`src/rtl/axi_lite_pkg.sv`:
```
// Shared definitions for the AXI-Lite register-file responder.
// Holds the default widths, the response codes and the state types for the
// write and read handshake FSMs. It has no ports.
package axi_lite_pkg;

  localparam int DEF_DATA_WIDTH = 32;
  localparam int DEF_ADDR_WIDTH = 8;
  localparam int DEF_RESP_WIDTH = 3;
  localparam int DEF_NUM_REGS   = 8;

  localparam logic [DEF_RESP_WIDTH-1:0] RESP_OKAY   = 3'd0;
  localparam logic [DEF_RESP_WIDTH-1:0] RESP_SLVERR = 3'd2;

  // state    | meaning
  // WR_IDLE  | collecting AW and W, in either order
  // WR_RESP  | write committed, bvalid held until bready
  typedef enum logic {
    WR_IDLE = 1'b0,
    WR_RESP = 1'b1
  } wr_state_e;

  // state    | meaning
  // RD_IDLE  | arready asserted, waiting for a read address
  // RD_DATA  | rdata/rresp held with rvalid until rready
  typedef enum logic {
    RD_IDLE = 1'b0,
    RD_DATA = 1'b1
  } rd_state_e;

  // Number of byte-address bits below the word index.
  function automatic int word_lsb(input int data_width);
    return $clog2(data_width / 8);
  endfunction

endpackage

```
`src/rtl/axi_lite_regfile_slave_if.sv`:
```
// AXI-Lite bus bundle between one bus master port and the register-file
// responder. Clock and reset are not part of the bundle.
//   slave modport : inputs awaddr/awvalid, wdata/wstrb/wvalid, bready,
//                   araddr/arvalid, rready; outputs the readies, bresp/bvalid,
//                   rdata/rresp/rvalid.
//   master modport: the mirror image.
interface axi_lite_regfile_slave_if #(
  parameter int ADDR_WIDTH = 8,
  parameter int DATA_WIDTH = 32,
  parameter int RESP_WIDTH = 3
);

  logic [ADDR_WIDTH-1:0]   awaddr;
  logic                    awvalid;
  logic                    awready;
  logic [DATA_WIDTH-1:0]   wdata;
  logic [DATA_WIDTH/8-1:0] wstrb;
  logic                    wvalid;
  logic                    wready;
  logic [RESP_WIDTH-1:0]   bresp;
  logic                    bvalid;
  logic                    bready;
  logic [ADDR_WIDTH-1:0]   araddr;
  logic                    arvalid;
  logic                    arready;
  logic [DATA_WIDTH-1:0]   rdata;
  logic [RESP_WIDTH-1:0]   rresp;
  logic                    rvalid;
  logic                    rready;

  modport slave (
    input  awaddr, awvalid, wdata, wstrb, wvalid, bready, araddr, arvalid, rready,
    output awready, wready, bresp, bvalid, arready, rdata, rresp, rvalid
  );

  modport master (
    output awaddr, awvalid, wdata, wstrb, wvalid, bready, araddr, arvalid, rready,
    input  awready, wready, bresp, bvalid, arready, rdata, rresp, rvalid
  );

endinterface

```
`src/rtl/regfile_mem.sv`:
```
// NUM_REGS x DATA_WIDTH register storage.
//   clk_i, rst_ni            : clock, synchronous active-low clear of all words
//   we_i, waddr_i, wdata_i,
//   wstrb_i                  : byte-strobed write port, committed on the edge
//   re_i, rhit_i, raddr_i    : read enable; rhit_i=0 loads zero instead of a word
//   rdata_o                  : registered read data, held until the next re_i
module regfile_mem #(
  parameter int DATA_WIDTH = 32,
  parameter int NUM_REGS   = 8,
  localparam int IDX_W     = $clog2(NUM_REGS),
  localparam int STRB_W    = DATA_WIDTH / 8
) (
  input  logic                  clk_i,
  input  logic                  rst_ni,
  input  logic                  we_i,
  input  logic [IDX_W-1:0]      waddr_i,
  input  logic [DATA_WIDTH-1:0] wdata_i,
  input  logic [STRB_W-1:0]     wstrb_i,
  input  logic                  re_i,
  input  logic                  rhit_i,
  input  logic [IDX_W-1:0]      raddr_i,
  output logic [DATA_WIDTH-1:0] rdata_o
);

  logic [DATA_WIDTH-1:0] mem_q [NUM_REGS];
  logic [DATA_WIDTH-1:0] rdata_q;

  // Read samples mem_q before this edge's write lands, so a same-edge
  // read of the word being written returns the old contents.
  always_ff @(posedge clk_i) begin
    if (!rst_ni) begin
      for (int i = 0; i < NUM_REGS; i++) begin
        mem_q[i] <= '0;
      end
      rdata_q <= '0;
    end else begin
      if (we_i) begin
        for (int b = 0; b < STRB_W; b++) begin
          if (wstrb_i[b]) begin
            mem_q[waddr_i][8*b +: 8] <= wdata_i[8*b +: 8];
          end
        end
      end
      if (re_i) begin
        rdata_q <= rhit_i ? mem_q[raddr_i] : '0;
      end
    end
  end

  assign rdata_o = rdata_q;

endmodule

```
`src/rtl/axi_lite_regfile_slave.sv`:
```
// AXI-Lite responder backed by a small word-addressed register file.
//   s_axi_aclk    : clock
//   s_axi_aresetn : synchronous active-low reset; clears memory, FSMs, outputs
//   s_axi         : AXI-Lite slave bundle (AW, W, B, AR, R channels)
// Word index is the byte address with the sub-word bits dropped. Indices at or
// beyond NUM_REGS get SLVERR: writes are dropped, reads return zero.
module axi_lite_regfile_slave
  import axi_lite_pkg::*;
#(
  parameter int DATA_WIDTH = DEF_DATA_WIDTH,
  parameter int ADDR_WIDTH = DEF_ADDR_WIDTH,
  parameter int RESP_WIDTH = DEF_RESP_WIDTH,
  parameter int NUM_REGS   = DEF_NUM_REGS
) (
  input  logic                      s_axi_aclk,
  input  logic                      s_axi_aresetn,
  axi_lite_regfile_slave_if.slave   s_axi
);

  localparam int ADDR_LSB   = word_lsb(DATA_WIDTH);
  localparam int IDX_FULL_W = ADDR_WIDTH - ADDR_LSB;
  localparam int IDX_W      = $clog2(NUM_REGS);
  localparam int STRB_W     = DATA_WIDTH / 8;

  // One extra bit so the compare still works when NUM_REGS fills the space.
  localparam logic [IDX_FULL_W:0] NUM_REGS_EXT = (IDX_FULL_W+1)'(NUM_REGS);
  localparam logic [RESP_WIDTH-1:0] OKAY_R   = RESP_WIDTH'(RESP_OKAY);
  localparam logic [RESP_WIDTH-1:0] SLVERR_R = RESP_WIDTH'(RESP_SLVERR);

  function automatic logic in_range(input logic [ADDR_WIDTH-1:0] addr);
    return {1'b0, addr[ADDR_WIDTH-1:ADDR_LSB]} < NUM_REGS_EXT;
  endfunction

  function automatic logic [IDX_W-1:0] word_idx(input logic [ADDR_WIDTH-1:0] addr);
    return addr[ADDR_LSB +: IDX_W];
  endfunction

  // ---------------- write path ----------------
  wr_state_e             wr_state_q, wr_state_d;
  logic                  aw_held_q, aw_held_d;
  logic                  w_held_q, w_held_d;
  logic [ADDR_WIDTH-1:0] awaddr_q, awaddr_d;
  logic [DATA_WIDTH-1:0] wdata_q, wdata_d;
  logic [STRB_W-1:0]     wstrb_q, wstrb_d;
  logic                  bvalid_q, bvalid_d;
  logic [RESP_WIDTH-1:0] bresp_q, bresp_d;
  logic                  awready_q, awready_d;
  logic                  wready_q, wready_d;

  logic                  aw_fire, w_fire;
  logic [ADDR_WIDTH-1:0] wr_addr;
  logic [DATA_WIDTH-1:0] wr_data;
  logic [STRB_W-1:0]     wr_strb;
  logic                  wr_hit;
  logic                  mem_we;

  assign aw_fire = s_axi.awvalid & awready_q;
  assign w_fire  = s_axi.wvalid & wready_q;

  // A beat handshaking this cycle is used directly so AW and W arriving
  // together commit on the same edge.
  assign wr_addr = aw_fire ? s_axi.awaddr : awaddr_q;
  assign wr_data = w_fire  ? s_axi.wdata  : wdata_q;
  assign wr_strb = w_fire  ? s_axi.wstrb  : wstrb_q;
  assign wr_hit  = in_range(wr_addr);

  always_comb begin
    wr_state_d = wr_state_q;
    aw_held_d  = aw_held_q;
    w_held_d   = w_held_q;
    awaddr_d   = awaddr_q;
    wdata_d    = wdata_q;
    wstrb_d    = wstrb_q;
    bvalid_d   = bvalid_q;
    bresp_d    = bresp_q;
    mem_we     = 1'b0;

    case (wr_state_q)
      WR_IDLE: begin
        if (aw_fire) begin
          aw_held_d = 1'b1;
          awaddr_d  = s_axi.awaddr;
        end
        if (w_fire) begin
          w_held_d = 1'b1;
          wdata_d  = s_axi.wdata;
          wstrb_d  = s_axi.wstrb;
        end
        if (aw_held_d && w_held_d) begin
          mem_we     = wr_hit;
          bvalid_d   = 1'b1;
          bresp_d    = wr_hit ? OKAY_R : SLVERR_R;
          wr_state_d = WR_RESP;
        end
      end
      WR_RESP: begin
        if (s_axi.bready) begin
          bvalid_d   = 1'b0;
          aw_held_d  = 1'b0;
          w_held_d   = 1'b0;
          wr_state_d = WR_IDLE;
        end
      end
      default: wr_state_d = WR_IDLE;
    endcase

    awready_d = (wr_state_d == WR_IDLE) && !aw_held_d;
    wready_d  = (wr_state_d == WR_IDLE) && !w_held_d;
  end

  // ---------------- read path ----------------
  rd_state_e             rd_state_q, rd_state_d;
  logic                  rvalid_q, rvalid_d;
  logic [RESP_WIDTH-1:0] rresp_q, rresp_d;
  logic                  arready_q, arready_d;
  logic                  ar_fire;
  logic                  rd_hit;
  logic                  mem_re;

  assign ar_fire = s_axi.arvalid & arready_q;
  assign rd_hit  = in_range(s_axi.araddr);

  always_comb begin
    rd_state_d = rd_state_q;
    rvalid_d   = rvalid_q;
    rresp_d    = rresp_q;
    mem_re     = 1'b0;

    case (rd_state_q)
      RD_IDLE: begin
        if (ar_fire) begin
          mem_re     = 1'b1;
          rvalid_d   = 1'b1;
          rresp_d    = rd_hit ? OKAY_R : SLVERR_R;
          rd_state_d = RD_DATA;
        end
      end
      RD_DATA: begin
        if (s_axi.rready) begin
          rvalid_d   = 1'b0;
          rd_state_d = RD_IDLE;
        end
      end
      default: rd_state_d = RD_IDLE;
    endcase

    arready_d = (rd_state_d == RD_IDLE);
  end

  // ---------------- state registers ----------------
  always_ff @(posedge s_axi_aclk) begin
    if (!s_axi_aresetn) begin
      wr_state_q <= WR_IDLE;
      aw_held_q  <= 1'b0;
      w_held_q   <= 1'b0;
      awaddr_q   <= '0;
      wdata_q    <= '0;
      wstrb_q    <= '0;
      bvalid_q   <= 1'b0;
      bresp_q    <= '0;
      awready_q  <= 1'b0;
      wready_q   <= 1'b0;
      rd_state_q <= RD_IDLE;
      rvalid_q   <= 1'b0;
      rresp_q    <= '0;
      arready_q  <= 1'b0;
    end else begin
      wr_state_q <= wr_state_d;
      aw_held_q  <= aw_held_d;
      w_held_q   <= w_held_d;
      awaddr_q   <= awaddr_d;
      wdata_q    <= wdata_d;
      wstrb_q    <= wstrb_d;
      bvalid_q   <= bvalid_d;
      bresp_q    <= bresp_d;
      awready_q  <= awready_d;
      wready_q   <= wready_d;
      rd_state_q <= rd_state_d;
      rvalid_q   <= rvalid_d;
      rresp_q    <= rresp_d;
      arready_q  <= arready_d;
    end
  end

  regfile_mem #(
    .DATA_WIDTH (DATA_WIDTH),
    .NUM_REGS   (NUM_REGS)
  ) u_mem (
    .clk_i   (s_axi_aclk),
    .rst_ni  (s_axi_aresetn),
    .we_i    (mem_we),
    .waddr_i (word_idx(wr_addr)),
    .wdata_i (wr_data),
    .wstrb_i (wr_strb),
    .re_i    (mem_re),
    .rhit_i  (rd_hit),
    .raddr_i (word_idx(s_axi.araddr)),
    .rdata_o (s_axi.rdata)
  );

  // Sub-word address bits carry no meaning for a word-addressed file.
  logic unused_addr_lsbs;
  assign unused_addr_lsbs = ^{wr_addr[ADDR_LSB-1:0], s_axi.araddr[ADDR_LSB-1:0]};

  assign s_axi.awready = awready_q;
  assign s_axi.wready  = wready_q;
  assign s_axi.bvalid  = bvalid_q;
  assign s_axi.bresp   = bresp_q;
  assign s_axi.arready = arready_q;
  assign s_axi.rvalid  = rvalid_q;
  assign s_axi.rresp   = rresp_q;

endmodule

```
`src/flat_wrapper.sv`:
```
// flat-port wrapper written by rule: the top's interface ports become plain ports
module axi_lite_regfile_slave_flat import axi_lite_pkg::*;
#(
  parameter int DATA_WIDTH = DEF_DATA_WIDTH,
  parameter int ADDR_WIDTH = DEF_ADDR_WIDTH,
  parameter int RESP_WIDTH = DEF_RESP_WIDTH,
  parameter int NUM_REGS   = DEF_NUM_REGS
)
  (s_axi_aclk, s_axi_aresetn, s_axi_awaddr, s_axi_awvalid, s_axi_wdata, s_axi_wstrb, s_axi_wvalid, s_axi_bready, s_axi_araddr, s_axi_arvalid, s_axi_rready, s_axi_awready, s_axi_wready, s_axi_bresp, s_axi_bvalid, s_axi_arready, s_axi_rdata, s_axi_rresp, s_axi_rvalid);
  axi_lite_regfile_slave_if #(.ADDR_WIDTH(ADDR_WIDTH), .DATA_WIDTH(DATA_WIDTH), .RESP_WIDTH(RESP_WIDTH)) s_axi_i ();
  input  logic s_axi_aclk;
  input  logic s_axi_aresetn;
  input wire logic [$bits(s_axi_i.awaddr)-1:0] s_axi_awaddr;
  input wire logic [$bits(s_axi_i.awvalid)-1:0] s_axi_awvalid;
  input wire logic [$bits(s_axi_i.wdata)-1:0] s_axi_wdata;
  input wire logic [$bits(s_axi_i.wstrb)-1:0] s_axi_wstrb;
  input wire logic [$bits(s_axi_i.wvalid)-1:0] s_axi_wvalid;
  input wire logic [$bits(s_axi_i.bready)-1:0] s_axi_bready;
  input wire logic [$bits(s_axi_i.araddr)-1:0] s_axi_araddr;
  input wire logic [$bits(s_axi_i.arvalid)-1:0] s_axi_arvalid;
  input wire logic [$bits(s_axi_i.rready)-1:0] s_axi_rready;
  output wire logic [$bits(s_axi_i.awready)-1:0] s_axi_awready;
  output wire logic [$bits(s_axi_i.wready)-1:0] s_axi_wready;
  output wire logic [$bits(s_axi_i.bresp)-1:0] s_axi_bresp;
  output wire logic [$bits(s_axi_i.bvalid)-1:0] s_axi_bvalid;
  output wire logic [$bits(s_axi_i.arready)-1:0] s_axi_arready;
  output wire logic [$bits(s_axi_i.rdata)-1:0] s_axi_rdata;
  output wire logic [$bits(s_axi_i.rresp)-1:0] s_axi_rresp;
  output wire logic [$bits(s_axi_i.rvalid)-1:0] s_axi_rvalid;
  assign s_axi_i.awaddr = s_axi_awaddr;
  assign s_axi_i.awvalid = s_axi_awvalid;
  assign s_axi_i.wdata = s_axi_wdata;
  assign s_axi_i.wstrb = s_axi_wstrb;
  assign s_axi_i.wvalid = s_axi_wvalid;
  assign s_axi_i.bready = s_axi_bready;
  assign s_axi_i.araddr = s_axi_araddr;
  assign s_axi_i.arvalid = s_axi_arvalid;
  assign s_axi_i.rready = s_axi_rready;
  assign s_axi_awready = s_axi_i.awready;
  assign s_axi_wready = s_axi_i.wready;
  assign s_axi_bresp = s_axi_i.bresp;
  assign s_axi_bvalid = s_axi_i.bvalid;
  assign s_axi_arready = s_axi_i.arready;
  assign s_axi_rdata = s_axi_i.rdata;
  assign s_axi_rresp = s_axi_i.rresp;
  assign s_axi_rvalid = s_axi_i.rvalid;
  axi_lite_regfile_slave #(.DATA_WIDTH(DATA_WIDTH), .ADDR_WIDTH(ADDR_WIDTH), .RESP_WIDTH(RESP_WIDTH), .NUM_REGS(NUM_REGS)) u_core (.s_axi_aclk(s_axi_aclk), .s_axi_aresetn(s_axi_aresetn), .s_axi(s_axi_i));
endmodule
```
`config.mk`:
```
export PLATFORM = sky130hd
export DESIGN_NAME = axi_lite_regfile_slave_flat
export DESIGN_NICKNAME = d
export VERILOG_FILES = /design/src/rtl/axi_lite_pkg.sv /design/src/rtl/axi_lite_regfile_slave_if.sv /design/src/rtl/regfile_mem.sv /design/src/rtl/axi_lite_regfile_slave.sv /design/src/flat_wrapper.sv
export SDC_FILE = /design/constraint.sdc
export NUM_CORES = 1
export LEC_CHECK = 0
export CORE_MARGIN = 5
export CORE_UTILIZATION = 40
export DETAILED_ROUTE_END_ITERATION = 6
export DONT_BUFFER_PORTS = 1
export PLACE_DENSITY = 0.54
export SLEW_MARGIN = 20
export SYNTH_ARGS = -nofsm -noshare
export SYNTH_HDL_FRONTEND = slang
export SYNTH_SLANG_ARGS = --single-unit
export TNS_END_PERCENT = 10
```
`constraint.sdc`:
```
create_clock -name s_axi_aclk -period 3.7 [get_ports s_axi_aclk]
set_clock_uncertainty 0.05 [all_clocks]
set_input_delay 0.925 -clock s_axi_aclk [delete_from_list [all_inputs] [get_ports s_axi_aclk]]
set_output_delay 0.925 -clock s_axi_aclk [all_outputs]
set_load 0.01 [all_outputs]
```
**Yosys cells after proc, flatten, opt, wreduce, memory -nomap -nowiden**

Memory sizes are Yosys's and may differ from the RTL's.
Index checks and enable logic that the tools add are counted.

- Mux-type cells: 49
- Reductions and logical operators: 11
- $lt $le $gt $ge: 2
- Bitwise logic cells: 7
- Eq/ne operators: 4

Operators by type and width:

| kind | number |
|---|---|
| $mux W32 | 3 |
| $mux W1 | 34 |
| $reduce_or A32 Y1 | 1 |
| $lt A6 B4 Y1 const B | 2 |
| $pmux W1 S2 | 6 |
| $reduce_and A2 Y1 | 5 |
| $mux W4 | 2 |
| $mux W8 | 1 |
| $mux W2 | 2 |
| $ne A2 B1 Y1 const B | 2 |
| $ne A2 B2 Y1 const B | 2 |
| $not A1 Y1 | 4 |
| $and A1 B1 Y1 | 3 |
| $logic_and A1 B1 Y1 | 3 |
| $mux W3 | 1 |
| $logic_not A1 Y1 | 2 |

- Memories: 1
- Bits in registers: 91
- Output and inout port bits: 43
- Word-level logic and storage cells: 90
- RAM bits: 256
- Input port bits: 59

Memory list:

| name | depth | bits a word | rd ports | clocked after memory_dff | wr ports | line | text |
|---|---|---|---|---|---|---|---|
| u_core.u_mem.mem_q | 8 | 32 | 1 | 0 | 8 | regfile_mem.sv:25 | `logic [DATA_WIDTH-1:0] mem_q [NUM_REGS];` |

**Depth between registers and ports, before layout**

Gate-level depths: netlist (run 1).

- Depth in word-level cells: 11
- Gate-level depth with buffers: 7
- Gate-level depth less buffers: 4

**Modules after synthesis**

Synthesis (run 1) repeated with hierarchy kept, for this count alone.

- Cells, all modules: 1234
- Area total of the unflattened synthesis: 15705.1 um^2

Modules (own cells, without submodules):

| module | instances | cells each | sequential area each (um^2) | area each (um^2) |
|---|---|---|---|---|
| regfile_mem | 1 | 959 | 8328.0 | 13148.9 |
| axi_lite_regfile_slave | 1 | 275 | 1061.0 | 2556.2 |

**Worst setup path after synthesis (run 1)**

OpenSTA, ideal clock, no wires.

- Path type: input -> register
- Start point: in s_axi_awvalid
- End point: mem u_core.u_mem.mem_q[2][0], enable pin
- Path slack: 0.744 ns
- Arrival: 2.522 ns
- Stages: 7
- Path buffers: 3
- Setup time: 0.384 ns
- Data required time: 3.266 ns
- Cell sequence: and2_1 -> clkbuf_2 -> mux2_1 -> buf_6 -> nand3_4 -> buf_2 -> o21ai_0

RTL lines:

| what | line | text |
|---|---|---|
| start: declaration | flat_wrapper.sv:14 | `input wire logic [$bits(s_axi_i.awvalid)-1:0] s_axi_awvalid;` |
| end: declaration | regfile_mem.sv:25 |  |

==> results of run 1 <==
[worst min-delay path: cells and delay by family (launching register included)]
family	cells	cell delay (ps)
flip-flops	1	300
AO/OA/AOI/OAI	2	130
[metrics by stage]
stage          power [uW]  cells  utilization [%]  setup slack [ps]  cell area (um2)
6_report             8820   1757             45.5               831            17100
2_1_floorplan        4890   1201                -               744            15200
3_3_place_gp         5080   1684             42.1               492            15800
4_1_cts              8920   1755             45.5               826            17100
3_5_place_dp         5090   1684             42.1               449            15800
5_1_grt              9160   1755             45.5               654            17100
[cells in the final DEF (no fill, tap or decap), drive strengths merged, types with 2 or more instances in the layout]
cell type	instances
mux2	6
and3	3
diode	2
clkinvlp	2
o21ai	64
a21boi	39
edfxtp	256
nor2	100
and2	38
a22oi	31
buf	75
mux2i	101
inv	4
nand2b	5
a21oi	3
conb	4
mux4	33
o21a	3
nand4	14
nand2	89
o211ai	31
clkinv	10
nor3	164
nor2b	8
a211oi	2
clkbuf	57
nand3	5
dfxtp	85
[synth_stat cells (4+ instances only)]
cell type / count
nor3_1: 163
buf_4: 7
buf_2: 22
mux4_2: 33
nand4_2: 12
dfxtp_1: 85
nand2_1: 88
mux2_2: 4
nor2_1: 100
nor2b_1: 8
mux2i_1: 101
clkbuf_1: 49
o211ai_1: 31
a21boi_1: 5
buf_6: 21
a22oi_1: 31
nand2b_1: 5
nand3_4: 4
a21boi_0: 34
and2_1: 37
o21ai_0: 62
edfxtp_1: 256
[registers in the layout, indices dropped and copies added (netlist names), 4 cells and up]
| register | cells |
|---|---|
| u_core.u_mem.mem_q | 256 |
| u_core.u_mem.rdata_o | 32 |
| u_core.wdata_q | 32 |
| u_core.awaddr_q | 6 |
| u_core.wstrb_q | 4 |
[path summary, 6_finish.rpt]
kind | cells after the start | start | end | slack, ps
worst min-delay path | 2 | u_core.wstrb_q[3] | u_core.wstrb_q[3] | 430
worst max register to register | 5 | u_core.s_axi.awready | u_core.u_mem.mem_q[1][4] | 830
worst min register to register | 2 | u_core.wstrb_q[3] | u_core.wstrb_q[3] | 430
worst max-delay path | 5 | u_core.s_axi.awready | u_core.u_mem.mem_q[1][4] | 830
[power by group through the flow]
stage          Combinational (uW)  Clock [uW]  Sequential, uW
4_1_cts                       710        3910            4300
3_3_place_gp                  700           0            4380
6_report                      705        3810            4300
5_1_grt                       766        4070            4320
2_1_floorplan                 532           0            4360
3_5_place_dp                  709           0            4380
[cell families (layout without fill, tap and decap cells)]
logic type | Yosys count | count (layout) | share of synthesized area [%]
and+or+nand+nor | 433 | 433 | 14.4
DFF | 341 | 341 | 61.8
AOI/OAI and AO/OA | 177 | 177 | 7.75
muxes | 140 | 140 | 12.0
buffers and inverters | 106 | 149 | 4.02
other | 1 | 6 | 0.0247
[cell type report]
type                       instances  area (um2)
antenna                            2        5.00
fill                            3471       20500
inverter                           3        11.3
clock buffer                      57        1180
multi-input combinational        754        5220
clock inverter                    14         100
tap                              511         639
sequential                       341        9390
timing repair buffer              75         563
[per-layer routing]
metal	GRT usage, %	up-vias	wire (um)
met5	0	-	0
met4	4.26	0	720
met3	4.51	54	2620
met1	26.7	4834	17700
li1	-	4518	-
met2	28.8	241	17500
==> reports/qor.txt, run 1 <==
Outcome -> finished clean
Total GRT Usage -> 18.6%
Clock power frac -> 43.2%
Slew of the pin with the lowest slew margin -> 992 ps
Crit-path max FO -> 14
Ys async rst share -> 0%
Max-slew violation count -> 0
Drt drc -> 0
Largest net degree at the start of global routing -> 120
Buffers on Ports -> 0
Max-slew headroom -> 32.0%
PwrDens -> 516 nW/um2
Synthesized cell area -> 15200 um2
Required @ worst endpoint -> 3830 ps
Critical Path, Cell by Cell -> and2_1 > mux2_1 > buf_4 > nand4_2 > nand2_1
Sink Count -> 341
RSZ-0062 raised after global routing -> no
Post-Route WL -> 38500 um
CP Launch Type -> flip-flop
Final Hold Fails -> 0
Final setup vio count -> 0
IO Count -> 102
Predominant post-synthesis flop cell -> edfxtp_1
Setup Buffers After CTS -> 0
Largest cells by area after synthesis -> edfxtp_1 51%, dfxtp_1 11%, mux2i_1 6.7%
Internal power -> 6780 uW
Global placer's final weighted congestion -> 0.764
Post-CTS Resized -> 0
Hpwl dp -> 24400 um
Fin nets -> 1273
H-Tree Level Count -> 2
Clock buffer depth -> 3
Synthesized area per cell -> 12.7 um2
Area grow syn2layout -> 12.6%
CP endpoint kind -> flip-flop
Clock Tree Root -> clkbuf_16
Post-synth EDFFs -> 256
Share of cells above drive strength 1 -> 15.7%
Reg power frac -> 48.8%
Post-route ant nets -> 0
DRT iter0 DRCs -> 622
Setup TNS -> 0 ps
Hold_buf cts -> 0
CP Class -> reg -> reg
Min Hold Slack -> 427 ps
Register bit total from synthesis -> 341
Worst path top cell family by delay -> simple AND/OR/NAND/NOR gates
Die X-Extent -> 205 um
Number of CTS-inserted buffers -> 39
Max incr delay on CP -> 600 ps
Initial core utilization -> 40.4%
1st-pass router iterations -> 4
Vias -> 9647
Ys Warns -> 0
Worst-path clk slew -> 60 ps
Crit share post-route -> 77.5%
Sw frac -> 23.1%
Achievable Freq -> 349 MHz
Wire per inst -> 21.9 um
Vias/cell -> 5.49
Comb pwr share -> 8.0%
Clk Latency, worst-skew pair -> 540 ps
Maximum vdd drop -> 0.318 mV
Distinct cell type count after synthesis -> 50
Antenna violations before repair -> 0
Arr. time, crit path -> 3000 ps
Sw power -> 2040 uW
Min cycle time layout -> 2870 ps
Worst path slowest cell -> dfxtp_1
Leak -> 0.00599 uW
Hold Path Class -> reg -> reg
First-pass GRT wire length -> 59500 um
Synth Instances -> 1198
Synth top area share -> 50.6%
Die height -> 205 um
Max Cap Viol -> 0
Number of global-route vias before repair -> 9820
CP bufs+invs -> 1
Die Area -> 42000 um2
Rows -> 71
Area leader, netlist -> edfxtp_1
Core area -> 37600 um2
Sequential area share after synthesis -> 61.8%
TritonCTS clock tree -> built
Total gr overflow -> 0
Note: power is estimated with default switching activity, not from simulation.
==> run 2: changes to the inputs <==
--- a/config.mk
+++ b/config.mk
@@ -9,7 +9,7 @@
 export CORE_UTILIZATION = 40
 export DETAILED_ROUTE_END_ITERATION = 6
 export DONT_BUFFER_PORTS = 1
-export PLACE_DENSITY = 0.54
+export PLACE_DENSITY = 0.56
 export SLEW_MARGIN = 20
 export SYNTH_ARGS = -nofsm -noshare
 export SYNTH_HDL_FRONTEND = slang
==> constraint.sdc (replaced) <==
create_clock -name s_axi_aclk -period 2.4 [get_ports s_axi_aclk]
set_clock_uncertainty 0.05 [all_clocks]
set_input_delay 0.6 -clock s_axi_aclk [delete_from_list [all_inputs] [get_ports s_axi_aclk]]
set_output_delay 0.6 -clock s_axi_aclk [all_outputs]
set_load 0.01 [all_outputs]
==> reports/qor.txt, run 2 (same netlist as run 1, synthesis figures left out) <==
Total gr overflow -> 0 (unchanged)
Commonest non-fill, non-tap cells in the layout -> 256 x edfxtp_1, 163 x nor3_1, 101 x mux2i_1
H-Tree Level Count -> 2 (unchanged)
Initial core utilization -> 40.4% (unchanged)
Max-slew violation count -> 0 (unchanged)
Share of cells above drive strength 1 -> 17.8% (+2.2 points)
TritonCTS clock tree -> built
Clock Tree Root -> clkbuf_16
Placed cells -> 1722 (+2.3%)
Core area -> 37600 um2 (unchanged)
Final Hold Fails -> 0 (unchanged)
1st-pass router iterations -> 5 (+1)
Min cycle time layout -> 2220 ps (-644 ps)
Hpwl dp -> 24600 um (+0.61%)
Commonest non-fill, non-tap cell in the layout -> edfxtp_1
PwrDens -> 763 nW/um2 (+48%)
Vias -> 9565 (-0.85%)
Outcome -> finished clean
CP endpoint kind -> flip-flop
Largest net degree at the start of global routing -> 120 (unchanged)
Vias/cell -> 5.34 (-2.7%)
RSZ-0062 raised after global routing -> no
Worst-path clk slew -> 50 ps (about the same)
Filler cells -> 3357 (-3.3%)
Final setup vio count -> 0 (unchanged)
CP Launch Type -> flip-flop
Slew of the pin with the lowest slew margin -> 772 ps (-220 ps)
Post-route ant nets -> 0 (unchanged)
Largest register FFs -> 256 (unchanged)
DRT iter0 DRCs -> 522 (-16%)
Required @ worst endpoint -> 2590 ps (-1240 ps)
Total GRT Usage -> 18.1% (-0.48 points)
First-pass GRT wire length -> 58400 um (-2.0%)
Inserted Diodes -> 0 (-2)
Max Cap Viol -> 0 (unchanged)
Area grow syn2layout -> 15.0%
Top reg by flops -> u_core.u_mem.mem_q
Number of CTS-inserted buffers -> 38 (-2.6%)
Final cell count without fillers -> 1790 (+1.9%)
Drt drc -> 0 (unchanged)
CP Class -> reg -> reg
Max-slew headroom -> 48.5% (+17 points)
IO Count -> 102 (unchanged)
Die height -> 205 um (unchanged)
Die Area -> 42000 um2 (unchanged)
Antenna violations before repair -> 0 (unchanged)
Global placer's final weighted congestion -> 0.777 (+1.7%)
Rows -> 71 (unchanged)
Wire per inst -> 21.0 um (-4.4%)
Setup TNS -> 0 ps (unchanged)
Clock buffer depth -> 3 (unchanged)
Area of the multi-input gates -> 5220 um2 (about the same)
Arr. time, crit path -> 2410 ps (-590 ps)
Fin nets -> 1310 (+2.9%)
Die X-Extent -> 205 um (unchanged)
Setup Buffers After CTS -> 0 (unchanged)
Leak -> 0.00617 uW (+3.0%)
Clk Latency, worst-skew pair -> 550 ps (about the same)
Crit-path max FO -> 16 (+2)
Post-Route WL -> 37500 um (-2.6%)
Reg area -> 9390 um2 (about the same)
Maximum vdd drop -> 0.433 mV (+36%)
Number of global-route vias before repair -> 9796 (-0.24%)
Sink Count -> 341 (unchanged)
Achievable Freq -> 449 MHz (+29%)
Crit share post-route -> 92.7% (+15 points)
Buffers on Ports -> 0 (unchanged)
Hold Path Class -> in -> reg
## run 2: worst max-delay path: stages (launching register included)
cell and delay [ps]:
dfxtp_2 430, and2_1 320, mux2_1 250, buf_12 190, nand3_4 180, o21ai_0 270, buf_4 220
## run 2: final timing paths
path | to | slack, ps | startpoint | cells past startpoint
setup reg to reg | u_core.u_mem.mem_q[7][17] | 180 | u_core.s_axi.awready | 6
hold reg to reg | u_core.wstrb_q[3] | 430 | u_core.wstrb_q[3] | 2
hold / removal | u_core.s_axi.wready | 130 | s_axi_aresetn | 1
setup / recovery | u_core.u_mem.mem_q[7][17] | 180 | u_core.s_axi.awready | 6
## run 2: repair_timing
action                     CTS  global route
gates resized for setup      0             1
hold buffers                 0             0
setup endpoints to repair    0            59
## run 2: area by class of cell
type	count	area share, %
clock buffer	52	5.86
clock inverter	16	0.831
inverter	3	0.0645
multi-input combinational	754	29.9
sequential	341	53.8
tap	511	3.66
timing repair buffer	113	5.86
## run 2: stage by stage
step                hold WS [ps]  util (%)  total power [uW]  worst slack, ps  area, um2
floorplan                    404         -              7550             -195      15200
global placement             412      43.3              7890             57.8      16300
detailed placement           423      43.3              7920            0.281      16300
CTS                          105      46.5             13500            0.879      17500
global route                 118      46.5             13900             46.7      17500
finish                       128      46.5             13300              175      17500
## run 2: routing by layer
| layer | vias up | wire length [um] | GRT usage (%) | part of all wire [%] |
|---|---|---|---|---|
| met4 | 0 | 676 | 4.81 | 1.8 |
| li1 | 4582 | - | - | - |
| met1 | 4704 | 17300 | 25.8 | 46 |
| met2 | 235 | 16900 | 27.4 | 45 |
| met3 | 44 | 2730 | 5.00 | 7.3 |
| met5 | - | 0 | 0 | 0 |
## run 2: report_power, final
group	leakage [uW]	internal [uW]	total, uW	switching, uW
clock	0.000565	3210	5530	2320
sequential	0.00333	6540	6630	93.3
combinational	0.00228	481	1160	678
==> run 3: changes to the inputs <==
--- a/config.mk
+++ b/config.mk
@@ -5,6 +5,7 @@
 export SDC_FILE = /design/constraint.sdc
 export NUM_CORES = 1
 export LEC_CHECK = 0
+export CAP_MARGIN = 25
 export CORE_MARGIN = 5
 export CORE_UTILIZATION = 40
 export DETAILED_ROUTE_END_ITERATION = 6
==> results of run 3 <==
No change in the layout: final DEF, timing and power equal those of run 2.
